$ cat config.mk
export PLATFORM = sky130hd
export DESIGN_NAME = wptr_handler_lvl
export DESIGN_NICKNAME = d
export VERILOG_FILES = /design/src/rtl/wptr_handler_lvl.sv
export SDC_FILE = /design/constraint.sdc
export NUM_CORES = 1
export LEC_CHECK = 0
export CORE_MARGIN = 10
export CORE_UTILIZATION = 48
export DETAILED_ROUTE_END_ITERATION = 10
export PLACE_DENSITY = 0.79
export SYNTH_ARGS = -nofsm -noshare
export SYNTH_HDL_FRONTEND = slang
export SYNTH_SLANG_ARGS = --single-unit
$ cat constraint.sdc
create_clock -name wclk -period 4.4 [get_ports wclk]
set_input_delay 0.88 -clock wclk [delete_from_list [all_inputs] [get_ports wclk]]
set_output_delay 0.88 -clock wclk [all_outputs]
set_load 0.01 [all_outputs]
$ cat src/rtl/wptr_handler_lvl.sv
// Write-domain pointer stage of the asynchronous FIFO: binary/Gray write pointers,
// registered full, conservative fill level, almost-full and sticky overflow.
module wptr_handler_lvl #(
    parameter int WIDTH        = 8,
    parameter int AFULL_MARGIN = 4
) (
    input  logic             wclk,
    input  logic             wrst_n,
    input  logic             w_en,
    input  logic             ovf_clr,
    input  logic [WIDTH:0]   g_rptr_sync,
    output logic [WIDTH:0]   b_wptr,
    output logic [WIDTH:0]   g_wptr,
    output logic             full,
    output logic             almost_full,
    output logic [WIDTH:0]   wlevel,
    output logic             overflow
);

    localparam int              DEPTH        = 1 << WIDTH;
    localparam logic [WIDTH:0]  AFULL_THRESH = (WIDTH + 1)'(DEPTH - AFULL_MARGIN);

    function automatic logic [WIDTH:0] bin2gray(input logic [WIDTH:0] b);
        return b ^ (b >> 1);
    endfunction

    function automatic logic [WIDTH:0] gray2bin(input logic [WIDTH:0] g);
        logic [WIDTH:0] b;
        b[WIDTH] = g[WIDTH];
        for (int i = WIDTH - 1; i >= 0; i--) begin
            b[i] = b[i + 1] ^ g[i];
        end
        return b;
    endfunction

    logic [WIDTH:0] r_b_wptr;
    logic [WIDTH:0] r_g_wptr;
    logic           r_full;
    logic           r_afull;
    logic [WIDTH:0] r_level;
    logic           r_overflow;

    logic           w_wr_acc;
    logic [WIDTH:0] w_b_wptr_next;
    logic [WIDTH:0] w_g_wptr_next;
    logic [WIDTH:0] w_b_rptr;
    logic           w_full_next;
    logic [WIDTH:0] w_level_next;
    logic           w_afull_next;
    logic           w_ovf_next;

    // Next-state pointer, level and flag computation
    always_comb begin
        w_wr_acc      = w_en & ~r_full;
        w_b_wptr_next = r_b_wptr + {{WIDTH{1'b0}}, w_wr_acc};
        w_g_wptr_next = bin2gray(w_b_wptr_next);
        w_b_rptr      = gray2bin(g_rptr_sync);
        // Full when the write pointer is exactly one lap ahead: top two Gray bits inverted
        w_full_next   = (w_g_wptr_next == {~g_rptr_sync[WIDTH:WIDTH-1], g_rptr_sync[WIDTH-2:0]});
        w_level_next  = w_b_wptr_next - w_b_rptr;
        w_afull_next  = (w_level_next >= AFULL_THRESH);
        if (w_en & r_full) begin
            w_ovf_next = 1'b1;
        end else if (ovf_clr) begin
            w_ovf_next = 1'b0;
        end else begin
            w_ovf_next = r_overflow;
        end
    end

    // State registers with synchronous active-low reset
    always_ff @(posedge wclk) begin
        if (!wrst_n) begin
            r_b_wptr   <= '0;
            r_g_wptr   <= '0;
            r_full     <= 1'b0;
            r_afull    <= 1'b0;
            r_level    <= '0;
            r_overflow <= 1'b0;
        end else begin
            r_b_wptr   <= w_b_wptr_next;
            r_g_wptr   <= w_g_wptr_next;
            r_full     <= w_full_next;
            r_afull    <= w_afull_next;
            r_level    <= w_level_next;
            r_overflow <= w_ovf_next;
        end
    end

    assign b_wptr      = r_b_wptr;
    assign g_wptr      = r_g_wptr;
    assign full        = r_full;
    assign almost_full = r_afull;
    assign wlevel      = r_level;
    assign overflow    = r_overflow;

endmodule

==> reports/metrics.yaml, run 1 <==
numCtsBuffers: 5
cts_tree: "yes"
routed_via_density: 4.95
cts_root_buf: "clkbuf_4"
finalInstanceArea_um2: 2270
nets: 253
ant_nets: 0
p_total_uw: 815
setup_viol: 0
dp_hpwl_mm: 3.09
grt_first_pass_wirelength_mm: 6.88
drt_iter0_drc: 46
avgSynthCellArea_um2: 9.45
period_needed_ps: 4240
postLayoutCoreUtil: 0.725
clk_path_buf_depth: 2
path_buf_inv: 2
cts.sinks: 29
dr_total_vias: 1357
grt_overflow: 0
status: "complete, no violations"
cpPeakStageDelay_ps: 490
post_drt_wl_per_cell_um: 14.5
ys_ff_latch: 29
hp-class: "reg -> reg"
skew_ps: 4.81
netlist_area_um2: 1600
syn_nets: 193
grt_pass1_vias: 1462
drc: 0
slew_violations: 0
path_class: "in -> reg"
final.fill_count: 251
arrival_ps: 4470
yosysUniqueCellTypes: 36
die_area_um2: 6040
maxCapViolCount: 0
critPathRequiredTime_ps: 4630
power_density_nw_per_um2: 359
cp_top_family: "XOR/XNOR gates"
wirelength_mm: 3.98
grtUsageTotal: 0.138
cp-start-kind: "input port"
crit_chain: "clkdlybuf4s50_1, xnor3_2, xor2_4, xnor3_2, xor2_2, xor2_2, xnor2_1, ha_1, inv_1, fa_2, a211oi_2, o21bai_1, a21oi_2, xnor2_1, nand4_1, o41ai_2"
hold_viol_final: 0
port_buffers: 42
p_leak_uw: 0.000964
area_delta_synth_final_pct: 41.9
clock_latency_ps: 330
tightest_slew_ps: 645
fmax_mhz: 236
synth_seq_area_share: 0.363
die_w_um: 77.7
place_congestion: 0.879
drive_gt1_frac: 0.174
grt_max_degree: 21
start_util: 0.511
rows: 20
antenna_found_initial: 0
antenna_cells: 0
cp_max_fo: 3
crit_slowest_cell: "clkdlybuf4s50_1"
slew_headroom: 0.567
chipHeight_um: 77.7
firstDrtPassIters: 4
core_area_um2: 3130
cts_max_level: 2
multi_input_area_um2: 998
placed_area_um2: 2120
clk_pin_slew_worst_paths_ps: 90
yosysWarnings: 0
peakVddDrop_mv: 0.231
synthCells: 169
pin_count: 43
cp-end-kind: "register"
ff_latch_area_um2: 581
timing.final.crit_share: 0.963
==> placed cells by master (no fill, tap or decap), types with 2 or more instances in the layout <==
master	n
nand2b_1	2
dfxtp_1	29
xnor3_2	2
o21ai_0	3
nand2_1	10
a21oi_1	6
a21o_1	4
inv_2	5
o21a_1	2
clkbuf_4	5
xor2_1	6
clkdlybuf4s50_1	42
xor2_2	4
nand3_1	5
or3_1	2
and3_1	2
a21oi_2	2
nor3_1	3
nor2b_1	2
buf_4	14
xnor2_1	21
nor2_1	20
and2_1	8
ha_1	10
inv_1	4
clkbuf_8	2
==> synthesized netlist by cell type, drive strengths merged <==
cell type / number / area share
nand3: 5 / 0.016
o21bai: 1 / 0.0047
a21oi: 8 / 0.025
a21o: 4 / 0.019
a41oi: 1 / 0.0055
and3: 2 / 0.0078
o21ai: 4 / 0.013
clkinv: 1 / 0.0023
o41ai: 1 / 0.0055
mux2i: 1 / 0.0063
and2: 8 / 0.031
xnor2: 21 / 0.12
nand4: 1 / 0.0039
clkbuf: 2 / 0.0047
o21a: 2 / 0.0094
nor3: 3 / 0.0094
dfxtp: 29 / 0.36
nor2b: 2 / 0.0078
a211oi: 1 / 0.0047
or3: 2 / 0.0078
fa: 1 / 0.013
nand2b: 2 / 0.0078
ha: 10 / 0.078
nand2: 10 / 0.023
a2111oi: 1 / 0.0063
buf: 1 / 0.0047
nor2: 20 / 0.047
or2: 1 / 0.0039
o31a: 1 / 0.0055
xor2: 11 / 0.084
inv: 9 / 0.021
xnor3: 3 / 0.044
==> registers in the layout, summed over array words and instances (netlist names) <==
register / flops
wlevel: 9
almost_full: 1
full: 1
g_wptr: 8
overflow: 1
b_wptr: 9
==> cell type report <==
cell class                      instances  area share
Clock buffer                            7      0.0287
Multi-Input combinational cell        127       0.440
Clock inverter                          1     0.00221
Sequential cell                        29       0.256
Tap cell                               44      0.0243
Inverter                               10      0.0166
Timing Repair Buffer                   56       0.232
==> metal layers <==
layer  share of wire  GRT usage  vias up
li1                -          -      674
met1            0.41      0.152      630
met2            0.51      0.238       45
met3           0.062     0.0449        8
met4           0.019     0.0566        0
met5               0          0        -
==> through the flow <==
step / setup WS [ps] / cells / hold WS [ps] / setup TNS, ps
2_1_floorplan: 397 / 169 / 489 / 0
3_3_place_gp: -162 / 260 / 457 / -179
3_5_place_dp: -379 / 260 / 467 / -692
4_1_cts: 0.0573 / 270 / 482 / 0
5_1_grt: -41.7 / 274 / 506 / -41.7
6_report: 165 / 274 / 478 / 0
==> worst min-delay path, stage by stage, from the launching register on <==
cell and delay (ps):
dfxtp_1 320, nand2b_1 70, a21oi_1 50
==> kinds of logic after synthesis <==
family / count (synthesis) / synth area share
xor gates and xnor gates: 35 / 0.243
AOI/OAI and AO/OA: 24 / 0.0979
DFF: 29 / 0.363
adders and majority gates: 11 / 0.0908
buffers and inverters: 13 / 0.0329
muxes: 1 / 0.00626
and+or+nand+nor: 56 / 0.166
==> where the power goes <==
part           internal [µW]  total, µW  switching [µW]
logic                    179        331             152
clock network           92.5        184            91.4
registers                291        300            8.95
==> final timing paths <==
path                                startpoint           to  slack (ps)  depth (start not counted)
worst min register to register        overflow     overflow         480                          2
worst min-delay path                  overflow     overflow         480                          2
worst max register to register            full  almost_full        1530                         12
worst max-delay path            g_rptr_sync[8]  almost_full         160                         16
==> timing repair <==
| item | in CTS | in global routing |
|---|---|---|
| gates resized for setup | 1 | 5 |
| pin swaps | 1 | 5 |
| hold buffers | 0 | 0 |
| setup endpoints to repair | 1 | 3 |
| buffers inserted | 2 | 4 |
Power figures use the tool's default switching activity.
==> run 2, diff against run 1 <==
Clock period 4.4 ns to 4.1 ns, I/O delays scaled along.
==> reports/metrics.yaml, run 2 (synthesis results as in run 1) <==
slew_violations: 0  # unchanged
slew_headroom: 0.663  # was 0.567
chipHeight_um: 77.7  # unchanged
drc: 0  # unchanged
hp-class: "reg -> reg"  # unchanged
seqPwrFrac: 0.355  # was 0.368
cp-end-kind: "register"  # unchanged
dp_hpwl_mm: 3.17  # was 3.09 mm
power.switching_uw: 288  # was 252 µW
dr_total_vias: 1398  # was 1357
grt_use_met1: 0.138  # was 0.152
grt_max_degree: 21  # unchanged
grt_first_pass_wirelength_mm: 6.90  # was 6.88 mm
place_ws_ps: -474  # was -379 ps
skew_ps: 12.3  # was 4.81 ps
final_common_cell: "clkdlybuf4s50_1"  # unchanged
clk_pin_slew_worst_paths_ps: 100  # was 90 ps
maxCapViolCount: 0  # unchanged
power_density_nw_per_um2: 389  # was 359 nW/µm²
fmax_mhz: 250
antenna_found_initial: 0  # unchanged
peakVddDrop_mv: 0.262  # was 0.231 mV
cp-start-kind: "input port"  # unchanged
arrival_ps: 4240  # was 4470 ps
cts_max_level: 2  # unchanged
hold_viol_final: 0  # unchanged
status: "complete, no violations"  # unchanged
p_int_uw: 617  # was 563 µW
die_area_um2: 6040  # unchanged
period_needed_ps: 4000
busiest_layer: "met2"  # unchanged
cts_hold_buf: 0  # unchanged
grtUsageTotal: 0.139  # was 0.138
p_clk_frac: 0.219  # was 0.226
cts_root_buf: "clkbuf_4"  # unchanged
path_class: "in -> reg"  # unchanged
firstDrtPassIters: 4  # unchanged
antenna_cells: 0  # unchanged
ant_nets: 0  # unchanged
area_delta_synth_final_pct: 45.6  # was 41.9%
numCtsBuffers: 5  # unchanged
p_leak_uw: 0.00100  # was 0.000964 µW
rows: 20  # unchanged
cp_max_fo: 2  # was 3
nets: 259  # was 253
worst_slack_ps: 96.8  # was 165 ps
drive_gt1_frac: 0.212  # was 0.174
routed_via_density: 4.99  # was 4.95
timing.final.crit_share: 0.976
tightest_slew_ps: 503  # was 645 ps
grt_pass1_vias: 1479  # was 1462
layout_common_cells: "clkdlybuf4s50_1, dfxtp_1, xnor2_1"  # unchanged
combPwrFrac: 0.425  # was 0.406
p_sw_frac: 0.318  # was 0.309
drt_iter0_drc: 78  # was 46
use_met3: 0.0530  # was 0.0449
clk_path_buf_depth: 2  # unchanged
grt_overflow: 0  # unchanged
hold_ws_ps: 477  # was 478 ps
critPathRequiredTime_ps: 4340  # was 4630 ps
post_drt_wl_per_cell_um: 14.9  # was 14.5 µm
core_area_um2: 3130  # unchanged
cts_tree: "yes"  # unchanged
gr-usage-met2: 0.250  # was 0.238
setup_viol: 0  # unchanged
pin_count: 43  # unchanged
wirelength_mm: 4.18  # was 3.98 mm
die_w_um: 77.7  # unchanged
place_congestion: 0.899  # was 0.879
cts.sinks: 29  # unchanged
start_util: 0.511  # unchanged
final.fill_count: 238  # was 251
port_buffers: 42  # unchanged
clock_latency_ps: 320  # was 330 ps
[run 2: metal layers]
layer	vias to the layer above	wire length, µm
met5	-	0
met4	0	47
met3	7	248
met2	38	2180
met1	663	1710
li1	690	-
[run 2: cell type report]
type | instances | area (µm²) | area share
multi-input combinational | 127 | 1020 | 0.438
sequential | 29 | 581 | 0.250
timing repair buffer | 62 | 563 | 0.242
clock buffer | 7 | 65.1 | 0.0280
tap | 44 | 55.1 | 0.0237
inverter | 10 | 37.5 | 0.0161
clock inverter | 1 | 5.00 | 0.00215
[run 2: path summary, 6_finish.rpt]
path | startpoint | end | slack (ps) | depth (start not counted)
setup / recovery | g_rptr_sync[7] | almost_full | 100 | 16
hold / removal | overflow | overflow | 480 | 2
setup reg to reg | full | almost_full | 1270 | 12
hold reg to reg | overflow | overflow | 480 | 2
[run 2: worst max-delay path, cell delays in order]
cell	delay, ps
dlygate4sd2_1	260
xnor3_2	400
xor2_2	170
xnor3_2	330
xor2_4	190
xor2_2	190
xnor2_1	170
ha_2	200
inv_1	50
fa_2	380
a211oi_4	260
o21bai_2	130
a21oi_2	180
xnor2_1	170
nand4_1	130
o41ai_2	200
[run 2: power by group through the flow]
stage | registers [µW] | clock network, µW | logic, µW
after floorplan | 344 | 0 | 167
after global placement | 328 | 0 | 316
after detailed placement | 329 | 0 | 326
after CTS | 322 | 202 | 348
after global routing | 326 | 218 | 412
final | 322 | 198 | 385
[run 2: through the flow]
stage | std cells | utilization | TNS (ps) | power (µW) | cell area [µm²]
finish | 280 | 0.744 | 0 | 905 | 2330
global route | 280 | 0.744 | -29.9 | 956 | 2330
CTS | 277 | 0.726 | 0 | 873 | 2270
floorplan | 169 | - | 0 | 511 | 1600
global placement | 266 | 0.692 | -828 | 643 | 2160
detailed placement | 266 | 0.692 | -1420 | 655 | 2160
[run 2: timing repair]
action / 4_1_cts / 5_1_grt
setup endpoints to repair: 1 / 2
cloned: 0 / 0
pin swaps: 11 / 9
resized for setup: 8 / 7
setup buffers: 3 / 3
